**src/rtl/alu_sequencer.sv**
```systemverilog
// alu_sequencer: accepts one opcode at a time over a valid/ready handshake,
// decodes it into registered datapath controls and strobes ALU_EN once per
// datapath step (SHAMT steps for shift opcodes, one step otherwise), then
// pulses DONE.
//
// Optional feature: define ALU_SEQ_STICKY_ERR_EN to make ILLEGAL sticky after
// the first illegal opcode and to hold OP_READY low until reset.
//
// Handshake: a transfer happens on a rising CLK edge where OP_VALID=1 and
// OP_READY=1; OP and SHAMT are sampled only on that edge. OP_VALID seen while
// OP_READY=0 has no effect.
module alu_sequencer #(
  parameter int OP_W    = 4,
  parameter int SHAMT_W = 5
) (
  input  logic               CLK,
  input  logic               RST,
  input  logic               OP_VALID,
  output logic               OP_READY,
  input  logic [OP_W-1:0]    OP,
  input  logic [SHAMT_W-1:0] SHAMT,
  output logic               CISEL,
  output logic               BSEL,
  output logic [1:0]         OSEL,
  output logic               SHIFT_LA,
  output logic               SHIFT_LR,
  output logic               LOGICAL_OP,
  output logic               ALU_EN,
  output logic               DONE,
  output logic               ILLEGAL,
  output logic [1:0]         dbg_state
);

  typedef enum logic [1:0] {
    S_IDLE = 2'd0,
    S_EXEC = 2'd1,
    S_DONE = 2'd2
  } state_t;

  state_t             state_q, state_d;
  logic [SHAMT_W-1:0] cnt_q;
  logic               armed_q;
  logic               ill_q;
  logic               accept;
  logic               op_illegal;
  logic               is_shift;
  logic [SHAMT_W-1:0] n_steps;

  // decoded control word for the opcode currently on OP
  logic       dec_cisel, dec_bsel, dec_la, dec_lr, dec_logical;
  logic [1:0] dec_osel;

  assign op_illegal = (OP > OP_W'(7));
  assign accept     = OP_VALID && OP_READY;
  assign is_shift   = (OP[2:0] == 3'd2) || (OP[2:0] == 3'd3) || (OP[2:0] == 3'd4);
  assign n_steps    = (is_shift && (SHAMT != '0)) ? SHAMT : SHAMT_W'(1);

  // opcode decode table
  always_comb begin
    dec_cisel   = 1'b0;
    dec_bsel    = 1'b0;
    dec_osel    = 2'b00;
    dec_la      = 1'b0;
    dec_lr      = 1'b1;
    dec_logical = 1'b0;
    case (OP[2:0])
      3'd0: begin dec_osel = 2'b01; end
      3'd1: begin dec_cisel = 1'b1; dec_bsel = 1'b1; dec_osel = 2'b01; end
      3'd2: begin dec_cisel = 1'b1; dec_bsel = 1'b1; dec_la = 1'b1; end
      3'd3: begin dec_osel = 2'b00; end
      3'd4: begin dec_cisel = 1'b1; dec_bsel = 1'b1; dec_lr = 1'b0; end
      3'd5: begin dec_cisel = 1'b1; dec_osel = 2'b10; dec_logical = 1'b1; end
      3'd6: begin dec_cisel = 1'b1; dec_osel = 2'b10; end
      default: begin dec_cisel = 1'b1; dec_bsel = 1'b1; dec_osel = 2'b10; end
    endcase
  end

  // state register
  always_ff @(posedge CLK or posedge RST) begin
    if (RST) state_q <= S_IDLE;
    else     state_q <= state_d;
  end

  // next-state logic
  always_comb begin
    state_d = state_q;
    case (state_q)
      S_IDLE: if (accept) state_d = op_illegal ? S_DONE : S_EXEC;
      S_EXEC: if (cnt_q <= SHAMT_W'(1)) state_d = S_DONE;
      S_DONE: begin
        if (accept) state_d = op_illegal ? S_DONE : S_EXEC;
        else        state_d = S_IDLE;
      end
      default: state_d = S_IDLE;
    endcase
  end

  // step counter: loaded on a legal accept, counts down while executing
  always_ff @(posedge CLK or posedge RST) begin
    if (RST) begin
      cnt_q <= '0;
    end else if (accept && !op_illegal) begin
      cnt_q <= n_steps;
    end else if (state_q == S_EXEC && cnt_q != '0) begin
      cnt_q <= cnt_q - SHAMT_W'(1);
    end
  end

  // control word register; illegal opcodes leave the previous controls in place
  always_ff @(posedge CLK or posedge RST) begin
    if (RST) begin
      CISEL      <= 1'b0;
      BSEL       <= 1'b0;
      OSEL       <= 2'b00;
      SHIFT_LA   <= 1'b0;
      SHIFT_LR   <= 1'b0;
      LOGICAL_OP <= 1'b0;
    end else if (accept && !op_illegal) begin
      CISEL      <= dec_cisel;
      BSEL       <= dec_bsel;
      OSEL       <= dec_osel;
      SHIFT_LA   <= dec_la;
      SHIFT_LR   <= dec_lr;
      LOGICAL_OP <= dec_logical;
    end
  end

  // ready is held off for the first cycle after reset releases
  always_ff @(posedge CLK or posedge RST) begin
    if (RST) armed_q <= 1'b0;
    else     armed_q <= 1'b1;
  end

`ifdef ALU_SEQ_STICKY_ERR_EN
  // illegal flag latches on the first illegal accept and holds until reset
  always_ff @(posedge CLK or posedge RST) begin
    if (RST)                      ill_q <= 1'b0;
    else if (accept && op_illegal) ill_q <= 1'b1;
  end

  assign ILLEGAL  = ill_q;
  assign OP_READY = armed_q && (state_q != S_EXEC) && !ill_q;
`else
  // illegal flag remembers whether the op being completed was illegal
  always_ff @(posedge CLK or posedge RST) begin
    if (RST)         ill_q <= 1'b0;
    else if (accept) ill_q <= op_illegal;
  end

  assign ILLEGAL  = ill_q && (state_q == S_DONE);
  assign OP_READY = armed_q && (state_q != S_EXEC);
`endif

  assign ALU_EN    = (state_q == S_EXEC);
  assign DONE      = (state_q == S_DONE);
  assign dbg_state = state_q;

endmodule

```
**config.mk**
```make
export PLATFORM = sky130hd
export DESIGN_NAME = alu_sequencer
export DESIGN_NICKNAME = d
export VERILOG_FILES = /design/src/rtl/alu_sequencer.sv
export SDC_FILE = /design/constraint.sdc
export NUM_CORES = 1
export LEC_CHECK = 0
export ABC_CLOCK_PERIOD_IN_PS = 1450
export BUFFER_PORTS_ARGS = -buffer_cell sky130_fd_sc_hd__buf_4
export CORE_ASPECT_RATIO = 1.4
export CORE_MARGIN = 4
export CORE_UTILIZATION = 44
export CTS_BUF_LIST = sky130_fd_sc_hd__clkbuf_4 sky130_fd_sc_hd__clkbuf_8 sky130_fd_sc_hd__clkbuf_16
export DETAILED_ROUTE_END_ITERATION = 10
export PLACE_DENSITY = 0.7
export SKIP_LAST_GASP = 1
export SLEW_MARGIN = 20
export SYNTH_ARGS = -nofsm -noshare
export SYNTH_HDL_FRONTEND = slang
export SYNTH_SLANG_ARGS = --single-unit
```
**constraint.sdc**
```tcl
create_clock -name CLK -period 1.45 [get_ports CLK]
set_input_delay 0.0725 -clock CLK [delete_from_list [all_inputs] [get_ports CLK]]
set_output_delay 0.0725 -clock CLK [all_outputs]
set_load 0.05 [all_outputs]
```
# Word level (Yosys, flattened, before mapping)
# Index checks and enable logic that the tools add are counted.
[op_classes]
n_eq_ne = 11
addsub = 1
muxes = 14
n_lt_le_gt_ge = 2
n_reduce_logical = 19
[ops]
columns = ["cell", "count"]
rows = [
  ["two-way mux 5 bit", 3],
  ["nonzero test 5 bit", 2],
  ["== test 3 bit (second input constant)", 3],
  ["two-way mux 2 bit", 4],
  ["== test 3 x 2 -> 1 bit (second input constant)", 2],
  ["logical AND 1 bit", 6],
  ["one-hot mux 2 bit (3 select lines)", 1],
  ["less-or-equal comparator 5 x 1 -> 1 bit (second input constant)", 1],
  ["two-way mux 1 bit", 5],
  ["subtractor 5 x 1 -> 5 bit (second input constant)", 1],
  ["> comparator 4 x 3 -> 1 bit (second input constant)", 1],
  ["inequality test 2 x 1 -> 1 bit (second input constant)", 2],
  ["one-hot mux 2 bit (2 select lines)", 1],
  ["OR reduction 2 bit", 2],
  ["OR reduction 4 bit", 1],
  ["== test 3 x 1 -> 1 bit (second input constant)", 1],
  ["zero test 3 bit", 1],
  ["OR reduction 3 bit", 1],
  ["== test 2 x 1 -> 1 bit (second input constant)", 1],
  ["== test 2 bit (second input constant)", 1],
  ["zero test 2 bit", 1],
  ["logical OR 1 bit", 2],
  ["inequality test 2 bit (second input constant)", 1],
  ["AND reduction 2 bit", 1],
  ["2 further kinds", 2],
]
[word_totals]
out_inout_bits = 13
register_bits = 16

# Depth between registers and ports, before layout
[logic_depth]
ltp_word = 6
ltp_mapped = 7
mapped_depth_nobuf = 5

# Least setup slack after synthesis
# Ideal clock, no wire load.
[synth_timing]
path_kind = "reg-to-output"
start = "reg state_q[1] (netlist: dbg_state[1])"
end = "out ILLEGAL"
slack_ns = -0.592
arrival_ns = 1.969
path_stages_with_launch = 3
path_cell_list = "dfrtp_1 -> nor2b_1 -> and2_1"
[synth_between]
elab_chain_len = 2
[synth_rtl]
columns = ["item", "line_no", "source"]
rows = [
  ["from (decl)", "40", "state_t state_q, state_d;"],
  ["from (signal assigned)", "81", "else state_q <= state_d;"],
  ["== test 2 bit", "-", ""],
  ["via DONE", "29", "output logic DONE,"],
  ["logical AND 1 bit", "150", "assign ILLEGAL = ill_q && (state_q == S_DONE);"],
  ["to (decl)", "30", "output logic ILLEGAL,"],
]
# The timed path passes the listed nets, and every way through them passes these cells.

# Worst setup path in the final report
[layout_timing]
start = "reg state_q[0] (netlist: dbg_state[0])"
end = "reg cnt_q[0]"
[layout_between]
elab_chain_len = 5
[layout_rtl]
columns = ["item", "line_no", "source"]
rows = [
  ["inequality test 2 x 1 -> 1 bit", "151", "assign OP_READY = armed_q && (state_q != S_EXEC);"],
  ["logical AND 1 bit", "151", ""],
  ["logical AND 1 bit", "54", "assign accept = OP_VALID && OP_READY;"],
  ["logical AND 1 bit", "102", "end else if (accept && !op_illegal) begin"],
  ["two-way mux 5 bit or nonzero test 2 bit (tied branches)", "-", ""],
  ["to (signal assigned)", "103", "cnt_q <= n_steps;"],
  ["to (signal assigned)", "105", "cnt_q <= cnt_q - SHAMT_W'(1);"],
  ["to (decl)", "41", "logic [SHAMT_W-1:0] cnt_q;"],
]
# Parallel ways exist; a longest one is shown, timed or not.
# A chain may end at the register's enable or synchronous reset.

==> results.cfg <==
[status]
status = finished with violations
violations = setup timing

[job]
cap_viol_max_count = 0

[floorplanning]
fp.dieH_um = 59.8
fp.dieArea_um2 = 2690
placeableCoreArea_um2 = 1800
placementRows = 18
effective_utilization_at_floorplan = 0.467
top_level_ports = 25
die_w_um = 45.0

[setup_path]
end_of_the_critical_path = cnt_q[0]
regToRegSetupSlack_ns = -0.04
crit-reg2reg-capture = cnt_q[0]
critPathArrivalTime_ns = 1.67
setup.worst_path.start = dbg_state[0]
critical_path_peak_fanout = 7
worst-setup-path-type = reg2reg
timing.reg2reg.worst_path_depth = 6
worst-endpoint-required_ns = 1.62
start_kind = register
reg2reg_from = dbg_state[0]
worstSetupEndpointType = register

[routing]
dr.max_layer_used = met4
dr.first_iter.drc_count = 26
detail_route_antenna_nets = 0
avgViaCountPerCell = 5.35
wl_per_cell_um = 13.5
met1_length_um = 807
via_count = 797
wl_met2_mm = 1.04
wl_met3_um = 114
count_of_tritonroute_iterations_in_the_first_routing_pass = 4
drc = 0
totalWireLength_mm = 2.02

[synthesis]
netlist-cell-type-count = 36
postSynthNetCount = 98
post_synth_inst_count = 84
synth.cell_area_um2 = 842
synth-warning-count = 0
seq_area_frac_synth = 0.475
synth.avg_cell_area_um2 = 10.0
synth_seq_cells = 16

[cts]
total_number_of_clock_tree_sinks = 16
cts_root_buffer = clkbuf_4
cts-buffers-inserted = 3
cts.clk_slew.worst_paths_ns = 0.10
worstSkewPairLatency_ns = 0.29
cts-root-to-sink-buffers = 2
ctsHtreeMaxLevel = 1
tritoncts = done

[timing]
finalSetupTns_ns = -0.0448
timing.final.crit_share = 1.03
setup_viol = 1
rsz0062_at_grt = yes
finalCriticalPeriod_ns = 1.49
max-slew-margin-rel = 0.592
hold_ws_ns = 0.0126
final-hold-violation-count = 0
slew_viol_final = 0
worstMarginPinSlew_ns = 0.611
fmaxAchievable_mhz = 669
timing.clock.skew_ns = 0.00477
setup_slack_ns = -0.0448

[hold_path]
hp-class = in2reg

[grt]
grt_pass1_vias = 802
grt_first_pass_wirelength_mm = 3.28
track_usage = 0.165
initial_antenna_violation_count = 0
grt-ovfl-total = 0
grt_start_max_net_pins = 17

[finish]
syn2layout_area_growth_pct = 48.7
finished_core_util = 0.695
antenna_cells_inserted = 0
final.fill_count = 151
nets = 144
drive_gt1_frac = 0.419

[placed_design]
final_weighted_congestion_in_routability_driven_placement = 0.767
dp_hpwl_mm = 1.51
port_buffers = 24

[power_and_ir_drop]
pwr_density_cell_nw_per_um2 = 2000
p_leak_nw = 0.614
ir_drop_v = 0.00121
finalPower_mw = 2.51
==> report_power, final <==
part	internal [mW]	leakage [nW]	switching, mW
sequential	0.606	0.199	0.112
clock	0.153	0.0210	0.142
combinational	0.629	0.394	0.863
==> layout make-up <==
cell class / instances / area [um2] / area share
Clock buffer: 4 / 36.3 / 0.0290
Inverter: 8 / 37.5 / 0.0300
Multi-Input combinational cell: 58 / 408 / 0.326
Sequential cell: 16 / 403 / 0.322
Tap cell: 20 / 25.0 / 0.0200
Timing Repair Buffer: 43 / 343 / 0.274
==> worst min path at each step <==
stage               startpoint       end  slack (ns)  cells past startpoint
finish                SHAMT[4]  cnt_q[4]        0.01                      2
global route             OP[1]   OSEL[0]       0.003                      2
CTS                   SHAMT[2]  cnt_q[2]       0.008                      2
detailed placement         RST   armed_q        0.19                      2
global placement           RST   armed_q        0.19                      2
floorplan                  RST      BSEL       -0.01                      1
==> flip-flops by register name, indices dropped and copies added, names as in the netlist <==
name,flops
CISEL,1
ill_q,1
SHIFT_LR,1
cnt_q,5
BSEL,1
OSEL,2
armed_q,1
SHIFT_LA,1
dbg_state,2
LOGICAL_OP,1
==> cells by family (layout without fill, tap and decap cells) <==
kind of cell             count (synthesis)  count (layout)  share of synthesized area
AO/OA/AOI/OAI                           21              21                      0.180
XOR/XNOR                                 3               3                     0.0312
adder cells (fa/ha/maj)                  2               2                     0.0297
buffers and inverters                   10              55                     0.0654
flip-flops                              16              16                      0.475
multiplexers                             2               2                     0.0238
other                                    1               1                    0.00445
AND/OR/NAND/NOR                         29              29                      0.190
==> stage by stage <==
stage / setup WS, ns / area (um2) / cells
2_1_floorplan: -0.260 / 852 / 84
3_3_place_gp: -0.0242 / 1120 / 138
3_5_place_dp: -0.0697 / 1120 / 138
4_1_cts: -0.0468 / 1200 / 145
5_1_grt: -0.0742 / 1250 / 149
6_report: -0.0448 / 1250 / 149
==> critical path, stage by stage, from the launching register on <==
cell and delay [ns]:
dfrtp_2 0.43, nand2b_4 0.10, inv_8 0.03, or3_4 0.36, buf_6 0.15, nor4_4 0.24, a21oi_1 0.06
==> repair_timing <==
action | 4_1_cts | 5_1_grt
resized for setup | 3 | 5
pin swaps | 0 | 2
setup buffers | 0 | 3
hold buffers | 2 | 1
cloned | 1 | 0
endpoints found under the hold margin | 17 | 1
endpoints found under the setup margin | 8 | 14
==> Yosys cell counts <==
master / number / area (um2)
dfrtp_1: 16 / 400
nand2_1: 8 / 30.0
inv_1: 7 / 26.3
nor2_1: 7 / 26.3
o21ai_1: 3 / 15.0
a21oi_1: 2 / 10.0
a22o_1: 2 / 17.5
and2_1: 2 / 12.5
buf_6: 2 / 22.5
ha_1: 2 / 25.0
mux2i_1: 2 / 20.0
nand3_1: 2 / 10.0
nor3_1: 2 / 10.0
o21ai_0: 2 / 10.0
o2bb2ai_1: 2 / 17.5
o31ai_1: 2 / 15.0
xnor2_1: 2 / 17.5
a21o_1: 1 / 7.51
a22oi_1: 1 / 7.51
a311o_1: 1 / 10.0
a31oi_1: 1 / 6.26
a32o_1: 1 / 10.0
conb_1: 1 / 3.75
inv_4: 1 / 6.26
nand2b_4: 1 / 13.8
nand3b_1: 1 / 7.51
nor2_4: 1 / 11.3
nor2b_1: 1 / 6.26
nor3b_1: 1 / 7.51
nor4_1: 1 / 6.26
nor4_2: 1 / 12.5
o211ai_1: 1 / 7.51
o32ai_1: 1 / 8.76
o41ai_1: 1 / 8.76
or3_1: 1 / 6.26
xor2_1: 1 / 8.76
==> layout by cell type (no fill, tap or decap), types with 2 or more instances in the layout <==
cell	instances
buf_4	35
dfrtp_1	14
inv_1	7
nor2_1	7
nand2_1	6
buf_6	4
o21ai_1	3
clkbuf_4	3
dlygate4sd3_1	3
a21oi_1	2
mux2i_1	2
a22o_1	2
nor3_1	2
o2bb2ai_1	2
xnor2_1	2
o31ai_1	2
o21ai_0	2
and2_1	2
nand3_1	2
nand2_2	2
ha_1	2
dfrtp_2	2
==> per-layer routing <==
layer,vias up,global-route usage
met4,0,0.0879
met3,6,0.0301
met2,21,0.300
li1,390,-
met1,380,0.174
met5,-,0
No activity file was read; power rests on OpenSTA's default activity.
